### src/rtl/pipe_hazard_ctrl.sv
// pipe_hazard_ctrl: stall/flush scheduler for the 5-stage pipeline (PC, IF/ID, ID/EX, EX/MEM, MEM/WB)
// Inputs: LSU req/done, fetch busy, ID source regs, EX load dest, EX redirect.
// Outputs: per-register stalls, IF/ID and ID/EX flushes, PC redirect, sticky LSU watchdog error.
// Define PIPE_PERF_EN to add the 64-bit perf_* event counters.
module pipe_hazard_ctrl #(
  parameter int MEM_TIMEOUT = 1024,
  parameter int CNT_W = 11
) (
  input  logic        clk,
  input  logic        rst_n,
  input  logic        ifu_busy,
  input  logic        lsu_req,
  input  logic        lsu_done,
  input  logic        id_rs1_ren,
  input  logic        id_rs2_ren,
  input  logic [4:0]  id_rs1,
  input  logic [4:0]  id_rs2,
  input  logic        ex_ram_re,
  input  logic [4:0]  ex_reg_waddr,
  input  logic        ex_redirect_valid,
  input  logic [63:0] ex_redirect_pc,
`ifdef PIPE_PERF_EN
  output logic [63:0] perf_mem_stall,
  output logic [63:0] perf_loaduse,
  output logic [63:0] perf_redirect,
  output logic [63:0] perf_fetch_stall,
`endif
  output logic        pc_stall,
  output logic        if_id_stall,
  output logic        id_ex_stall,
  output logic        ex_mem_stall,
  output logic        mem_wb_stall,
  output logic        if_id_flush,
  output logic        id_ex_flush,
  output logic        redirect_valid,
  output logic [63:0] redirect_pc,
  output logic        mem_timeout
);
  typedef enum logic [1:0] {RUN, MEM_WAIT, REDIR_PEND} state_t;
  localparam logic [CNT_W-1:0] TO = CNT_W'(MEM_TIMEOUT);
  state_t state_q, state_d;
  logic [63:0] pend_pc_q, pend_pc_d;
  logic [CNT_W-1:0] wdog_q, wdog_d;
  logic mem_timeout_q, mem_timeout_d;
  logic load_use, freeze, f_ifid, f_idex, rv;
  logic [4:0] stl;
  logic [63:0] rpc;
  assign load_use = ex_ram_re && ex_reg_waddr != 5'd0 &&
                    ((id_rs1_ren && id_rs1 == ex_reg_waddr) || (id_rs2_ren && id_rs2 == ex_reg_waddr));
  assign freeze = lsu_req && !lsu_done;
  // stl bit order: {pc, if_id, id_ex, ex_mem, mem_wb}
  always_comb begin
    state_d = state_q;
    pend_pc_d = pend_pc_q;
    wdog_d = wdog_q;
    mem_timeout_d = mem_timeout_q;
    stl = '0;
    f_ifid = 1'b0;
    f_idex = 1'b0;
    rv = 1'b0;
    rpc = '0;
    case (state_q)
      RUN: begin
        if (freeze) begin
          stl = 5'b11111;
          wdog_d = '0;
          state_d = MEM_WAIT;
        end else if (ex_redirect_valid) begin
          f_ifid = 1'b1;
          f_idex = 1'b1;
          if (ifu_busy) begin
            stl = 5'b10000;
            pend_pc_d = ex_redirect_pc;
            state_d = REDIR_PEND;
          end else begin
            rv = 1'b1;
            rpc = ex_redirect_pc;
          end
        end else if (load_use) begin
          stl = 5'b11100;
        end else if (ifu_busy) begin
          stl = 5'b11000;
        end
      end
      MEM_WAIT: begin
        wdog_d = (wdog_q == TO) ? wdog_q : wdog_q + 1'b1;
        mem_timeout_d = mem_timeout_q | (wdog_q == TO);
        stl = lsu_done ? 5'b00000 : 5'b11111;
        state_d = lsu_done ? RUN : MEM_WAIT;
      end
      REDIR_PEND: begin
        stl = 5'b11000;
        if (!ifu_busy) begin
          rv = 1'b1;
          rpc = pend_pc_q;
          f_ifid = 1'b1;
          state_d = RUN;
        end
      end
      default: state_d = RUN;
    endcase
  end
  always_ff @(posedge clk) begin
    if (!rst_n) begin
      state_q <= RUN;
      pend_pc_q <= '0;
      wdog_q <= '0;
      mem_timeout_q <= 1'b0;
    end else begin
      state_q <= state_d;
      pend_pc_q <= pend_pc_d;
      wdog_q <= wdog_d;
      mem_timeout_q <= mem_timeout_d;
    end
  end
  // Flush beats stall on the same register; everything reads 0 while in reset.
  assign pc_stall = rst_n & stl[4];
  assign if_id_stall = rst_n & stl[3] & ~f_ifid;
  assign id_ex_stall = rst_n & stl[2] & ~f_idex;
  assign ex_mem_stall = rst_n & stl[1];
  assign mem_wb_stall = rst_n & stl[0];
  assign if_id_flush = rst_n & f_ifid;
  assign id_ex_flush = rst_n & f_idex;
  assign redirect_valid = rst_n & rv;
  assign redirect_pc = {64{rst_n}} & rpc;
  assign mem_timeout = rst_n & mem_timeout_q;
`ifdef PIPE_PERF_EN
  logic [63:0] pm_q, pl_q, pr_q, pf_q;
  // In RUN, 11100 only arises from load-use and 11000 only from a bare fetch wait.
  always_ff @(posedge clk) begin
    if (!rst_n) begin
      pm_q <= '0;
      pl_q <= '0;
      pr_q <= '0;
      pf_q <= '0;
    end else begin
      pm_q <= pm_q + 64'(&stl);
      pl_q <= pl_q + 64'(state_q == RUN && stl == 5'b11100);
      pr_q <= pr_q + 64'(rv);
      pf_q <= pf_q + 64'(state_q == RUN && stl == 5'b11000);
    end
  end
  assign perf_mem_stall = {64{rst_n}} & pm_q;
  assign perf_loaduse = {64{rst_n}} & pl_q;
  assign perf_redirect = {64{rst_n}} & pr_q;
  assign perf_fetch_stall = {64{rst_n}} & pf_q;
`endif
endmodule

### config.mk
export PLATFORM = sky130hd
export DESIGN_NAME = pipe_hazard_ctrl
export DESIGN_NICKNAME = d
export VERILOG_FILES = /design/src/rtl/pipe_hazard_ctrl.sv
export SDC_FILE = /design/constraint.sdc
export NUM_CORES = 1
export LEC_CHECK = 0
export CAP_MARGIN = 20
export CORE_ASPECT_RATIO = 1.1
export CORE_MARGIN = 4
export CORE_UTILIZATION = 45
export DETAILED_ROUTE_END_ITERATION = 10
export PLACE_DENSITY = 0.91
export RECOVER_POWER = 25
export SKIP_LAST_GASP = 1
export SYNTH_ARGS = -nofsm -noshare
export SYNTH_HDL_FRONTEND = slang
export SYNTH_SLANG_ARGS = --single-unit
export TNS_END_PERCENT = 1
### constraint.sdc
create_clock -name clk -period 4 [get_ports clk]
set_input_delay 0.6 -clock clk [delete_from_list [all_inputs] [get_ports clk]]
set_output_delay 0.6 -clock clk [all_outputs]
set_load 0.01 [all_outputs]
---- Yosys cells after proc, flatten, opt, wreduce, memory -nomap -nowiden ----
Cells that the tools add are included.
Widths: inputs -> output; s select.
operators by class
  add/sub/neg operators ................... 1
  eq/ne operators ......................... 10
  muxes and demuxes ....................... 29
  bitwise operators ....................... 16
  reduce and logical (&&, ||, !) cells .... 13
operators by type and width
  kind                   count
  $mux 64                4
  $pmux 64 s2            1
  $and 64x64->64         1
  $mux 5                 6
  $mux 11                2
  $pmux 11 s2            1
  $pmux 5 s3             1
  $add 11x1->11 const B  1
  $and 1x1->1            11
  $eq 11x11->1 const B   1
  $eq 5x5->1             2
  $mux 2                 4
  $mux 1                 7
  $ne 2x2->1 const B     3
  $ne 3x3->1 const B     2
  $pmux 2 s3             1
  $reduce_and 3->1       2
  $logic_and 1x1->1      5
  $reduce_bool 5->1      1
  $pmux 1 s2             2
  $reduce_and 4->1       1
  $not 1->1              3
  $eq 2x1->1 const B     1
  $eq 2x2->1 const B     1
  other kinds (5)        5
word-level totals
  bits in registers ....................... 78
  input bits .............................. 88
  word-level logic and storage cells ...... 73

---- Depth between registers and ports, before layout ----
  depth in word-level cells ............... 10
  depth in mapped cells ................... 7
  depth with buffers taken out ............ 6

---- Least setup slack after synthesis ----
Ideal clock, no wire load.
  path kind ............................... input port to output port
  from .................................... input ifu_busy
  to ...................................... output redirect_pc[10]
  arrival ................................. 1.655 ns
  data required time ...................... 3.400 ns
  slack ................................... 1.745 ns
  stages on the path ...................... 6
  path through ............................ clkbuf_1 > nor4_2 > buf_4 > buf_6 > a22oi_1 > nor2_1
on the way
  cells in the longest elaborated chain, start to end .. 5
  elaborated cells on any way between the ends .. 6
RTL lines
  what                line  RTL
  start, declared     11    input logic ifu_busy,
  $mux 64             71    if (ifu_busy) begin
  $mux 64             68    end else if (ex_redirect_valid) begin
  $mux 64             64    if (freeze) begin
  $pmux 64 s2 (*)     62    case (state_q)
  $and 64x64->64 (*)  125   assign redirect_pc = {64{rst_n}} & rpc;
  end, declared       36    output logic [63:0] redirect_pc,
Every way passes the cells marked *; elsewhere a longest branch is shown, timed or not.

---- Final worst setup path ----
  from .................................... input lsu_req
  to ...................................... output redirect_pc[49]
on the way
  cells in the longest elaborated chain, start to end .. 4
RTL lines
  what               line  RTL
  start, declared    12    input logic lsu_req,
  $logic_and 1x1->1  50    assign freeze = lsu_req && !lsu_done;
  $mux 64            64
  $pmux 64 s2        62
  $and 64x64->64     125
Every way passes these cells.

==> summary.md <==
| Metric | Value |
|---|---|
| Run status | complete, no violations |
| Proportion of synthesized flip-flops having asynchronous set or reset | 0% |
| Fraction of the mapped netlist area in adder cells | 0.5807% |
| Category of the worst setup path launch point | input pin |
| Cells after DPL | 794 |
| Post-synthesis cell type count | 54 |
| Comb pwr share | 19.4% |
| Ports | 161 |
| Clock insertion delay at the later pin of the skew report | 330 ps |
| Proportion of layout cells with a drive suffix above 1 | between 5 and 6% |
| Final number of setup-violating endpoints | 0 |
| Setup skew after layout | 6.333 ps |
| Net switching power | roughly 0.44 mW |
| Worst path arrival time | between 2000 and 3000 ps |
| Routed wire per std cell | 14.89 um |
| Root Driver | sky130_fd_sc_hd__clkbuf_8 |
| Clock-pin slew of the registers on the worst-case setup and hold paths | 80 ps |
| Data required time at the worst endpoint | 3400 ps |
| Final worst-path cycle share | between 80% and 90% |
| Vias in the first global route | between 4,000 and 5,000 |
| HP Class | reg2reg |
| Final-stage net count | a little under 800 |
| Remaining global-route overflow | 0 |
| Number of nets in the synthesized netlist | around 640 |
| Number of input and output port buffers inserted | 160 |
| Via count | 4,474 |
| Portion of netlist area occupied by mux cells | less than 1% |
| Transition time at the pin with the least slew margin | ~1200 ps |
| Number of instances in the synthesized netlist | 554 |
| Number of flops mapped to enable cells by yosys | 0 |
| Placeable core area | 9351 um^2 |
| Pin count of the biggest net entering global routing | 53 |
| Routed vias/inst | 5.530 |
| Worst-path cell with the longest stage delay | sky130_fd_sc_hd__dlygate4sd3_1 |
| TNS Setup | 0 ps |
| Setup repair after global routing missed its margin | no |
| Peak per-stage delay on the critical path | a little under 600 ps |
| Cell area after technology mapping | 4309 um^2 |
| Crit-path cells | dlygate4sd3_1 -> nor2b_2 -> nor4_4 -> buf_4 -> a22oi_1 -> nor2_1 -> clkdlybuf4s50_1 |
| Initial antenna violation count | 0 |
| Highest fanout seen on the critical path | 38 |
| Number of synthesis warnings | 0 |
| CTS-repair resized insts | 0 |
| Final number of max-transition violations | 0 |
| Compound-cell area share of the yosys netlist | around 28% |
| Die area | 11,210 um^2 |
| Antenna-violating nets left | 0 |
| DRC violations left | 0 |
| Clk pwr share | 32.2% |
| Number of buffers between clock root and the deepest sink | 2 |
| Number of design-rule violations left by the first detailed-router iteration | about 280 |
| Worst max-slew margin expressed relative to the limit | 17.86% |
| Power per unit of standard cell area | 280.0 nW/um^2 |
| Buffers and inverters on the worst path | 3 |
| Peak supply drop | 0.1410 mV |
| Internal power contribution | 1.255 mW |
| Std cell rows | 37 |
| Minimum period implied by the final worst setup slack | 3479 ps |
| TritonCTS buffer count | 9 |
| Area delta synth->final | 40.82% |
| Prevailing post-synth register cell | sky130_fd_sc_hd__dfxtp_1 |
| Share of the synthesized netlist area taken by xor and xnor gates | about 2.4% |
| Final cell count without fillers | 809 |
| Wire length of the first global-routing pass | 19,870 um |
| Inserted Diodes | 0 |
| Detailed placement HPWL | roughly 8600 um |
| Avg Synthesized Cell Area | around 7.8 um^2 |
| Simple logic cell fraction of the synthesized area | approximately a quarter |
| Clock tree from TritonCTS | yes |
| Net switching share of the total power | 26.15% |
| Final GP Congestion | 0.8087 |
| Global routing usage summed across all routing layers | 21.05% |
| Portion of total power attributed to sequential cells | 48.4% |
| Cell leakage power | 2.057 nW |
| Number of clock sinks | slightly below 80 |
| Hold Violations, Final | 0 |
| Floorplan die height | 110.6 um |
| Cell class contributing the biggest share of worst-path delay | buffers and inverters |
| Level count of the clock H-tree | 3 |
| Highest clock frequency the design can meet | 287.4 MHz |
| Dominant combinational cell family by area after synthesis | compound AO/OA/AOI/OAI gates |
| Initial Utilization | 46.08% |
| Sum of routed wire length over all layers | 12,050 um |
| Sequential-to-total area share from yosys stat | about 36% |
| Number of detailed-routing iterations run before antenna repair | 5 |
| Horizontal extent of the die | slightly above 100 um |
| Post-synthesis register bit count | 78 |
| Post-CTS Setup Repair Bufs | 0 |
| Number of buffers inserted by hold repair at cts | 0 |
| Crit. End Element | output pin |
| PnR Total Power | 1.699 mW |
| Max-cap check violation count | 0 |
| Crit path kind | in2out |
[registers in the layout, summed over array words and instances, names as in the netlist]
signal and count:
state_q 2, wdog_q 11, pend_pc_q 64, mem_timeout_q 1
[cells in the mapped netlist, types with 2 or more instances]
master / instances / share of area (%)
sky130_fd_sc_hd__nand2_1: 134 / 12
sky130_fd_sc_hd__dfxtp_1: 78 / 36
sky130_fd_sc_hd__nor2_1: 73 / 6.4
sky130_fd_sc_hd__a22oi_1: 64 / 11
sky130_fd_sc_hd__a21boi_1: 60 / 10
sky130_fd_sc_hd__clkbuf_1: 18 / 1.6
sky130_fd_sc_hd__buf_4: 14 / 2.4
sky130_fd_sc_hd__xor2_1: 10 / 2.0
sky130_fd_sc_hd__a21oi_1: 8 / 0.93
sky130_fd_sc_hd__buf_2: 7 / 0.81
sky130_fd_sc_hd__buf_6: 6 / 1.6
sky130_fd_sc_hd__a21boi_0: 5 / 0.87
sky130_fd_sc_hd__inv_1: 4 / 0.35
sky130_fd_sc_hd__nand3_1: 4 / 0.46
sky130_fd_sc_hd__nor2b_1: 4 / 0.58
sky130_fd_sc_hd__o21ai_0: 4 / 0.46
sky130_fd_sc_hd__or3_1: 4 / 0.58
sky130_fd_sc_hd__buf_1: 3 / 0.26
sky130_fd_sc_hd__nand2b_1: 3 / 0.44
sky130_fd_sc_hd__nand3b_1: 3 / 0.52
sky130_fd_sc_hd__o211ai_1: 3 / 0.52
sky130_fd_sc_hd__and3_1: 2 / 0.29
sky130_fd_sc_hd__and4_1: 2 / 0.41
sky130_fd_sc_hd__ha_1: 2 / 0.58
sky130_fd_sc_hd__mux2i_1: 2 / 0.46
sky130_fd_sc_hd__nand4_1: 2 / 0.29
sky130_fd_sc_hd__nor4_1: 2 / 0.29
sky130_fd_sc_hd__nor4_2: 2 / 0.58
sky130_fd_sc_hd__nor4b_1: 2 / 0.41
sky130_fd_sc_hd__o2111ai_1: 2 / 0.41
sky130_fd_sc_hd__o31ai_1: 2 / 0.35
sky130_fd_sc_hd__or4_1: 2 / 0.35
sky130_fd_sc_hd__xnor2_1: 2 / 0.41
[cells in the final DEF, fill, tap and decap left out, types with 3 or more instances in the layout]
master                            count
sky130_fd_sc_hd__a21boi_1            40
sky130_fd_sc_hd__inv_1                4
sky130_fd_sc_hd__buf_4               10
sky130_fd_sc_hd__or3_1                4
sky130_fd_sc_hd__nand3_1              4
sky130_fd_sc_hd__o211ai_1             3
sky130_fd_sc_hd__nand2_1            133
sky130_fd_sc_hd__a21boi_0            25
sky130_fd_sc_hd__clkdlybuf4s50_1    157
sky130_fd_sc_hd__nor4_1               3
sky130_fd_sc_hd__dfxtp_1             78
sky130_fd_sc_hd__nand2b_1             3
sky130_fd_sc_hd__clkbuf_8             9
sky130_fd_sc_hd__clkinv_2             3
sky130_fd_sc_hd__o21ai_0              5
sky130_fd_sc_hd__a22oi_1             64
sky130_fd_sc_hd__nand3b_1             3
sky130_fd_sc_hd__a21oi_1              9
sky130_fd_sc_hd__nor2b_1              4
sky130_fd_sc_hd__xor2_1              10
sky130_fd_sc_hd__nor2_1              73
[stage by stage]
stage          area [um^2]  hold WS [ps]  setup slack, ps  util (%)
6_report              6068         457.6            520.9     64.89
3_5_place_dp          5879         448.3            566.8     62.87
3_3_place_gp          5879         440.5            667.8     62.87
2_1_floorplan         4309         432.2             1745         -
4_1_cts               6056         459.0            569.7     64.76
5_1_grt               6068         477.3            387.0     64.89
[final cells by class]
class | count | area [um^2]
Clock buffer | 9 | 123.9
Clock inverter | 5 | 52.55
Fill cell | 783 | 3283
Inverter | 4 | 15.01
Multi-Input combinational cell | 424 | 2450
Sequential cell | 78 | 1562
Tap cell | 117 | 146.4
Timing Repair Buffer | 172 | 1719
[cell families after synthesis]
kind of cell | count (synthesis)
AND/OR/NAND/NOR | 247
AO/OA/AOI/OAI | 161
flip-flops | 78
buffers and inverters | 52
XOR/XNOR | 12
multiplexers | 2
adder cells (fa/ha/maj) | 2
[layer usage]
| layer | vias up | track usage (%) | share of wire [%] |
|---|---|---|---|
| met4 | 0 | 6.915 | 1.8 |
| met2 | 168 | 36.43 | 50 |
| li1 | 2184 | - | - |
| met1 | 2099 | 26.01 | 41 |
| met5 | - | 0 | 0 |
| met3 | 23 | 3.601 | 6.8 |
[path summary, 6_finish.rpt]
kind	start	endpoint	slack [ps]	depth (start not counted)
hold reg to reg	pend_pc_q[46]$_SDFFE_PN0P_	pend_pc_q[46]$_SDFFE_PN0P_	460	2
setup reg to reg	state_q[0]$_SDFFE_PN0P_	pend_pc_q[0]$_SDFFE_PN0P_	1490	5
hold / removal	pend_pc_q[46]$_SDFFE_PN0P_	pend_pc_q[46]$_SDFFE_PN0P_	460	2
setup / recovery	lsu_req	redirect_pc[49]	520	7
[worst reg2reg max path, stage by stage, from the launching register on]
cell                       delay [ps]
sky130_fd_sc_hd__dfxtp_1          470
sky130_fd_sc_hd__nor2_2           360
sky130_fd_sc_hd__and4_1          1080
sky130_fd_sc_hd__buf_12           290
sky130_fd_sc_hd__nand2_1           80
sky130_fd_sc_hd__a21boi_0         150
[power by group through the flow]
stage                     sequential, mW  clock [mW]  combinational (mW)
after global routing               0.825       0.599               0.360
after CTS                          0.822       0.563               0.330
after detailed placement           0.840           0               0.328
final                              0.822       0.547               0.329
after global placement             0.838           0               0.319
after floorplan                    0.833           0               0.170
Power figures use the tool's default switching activity.
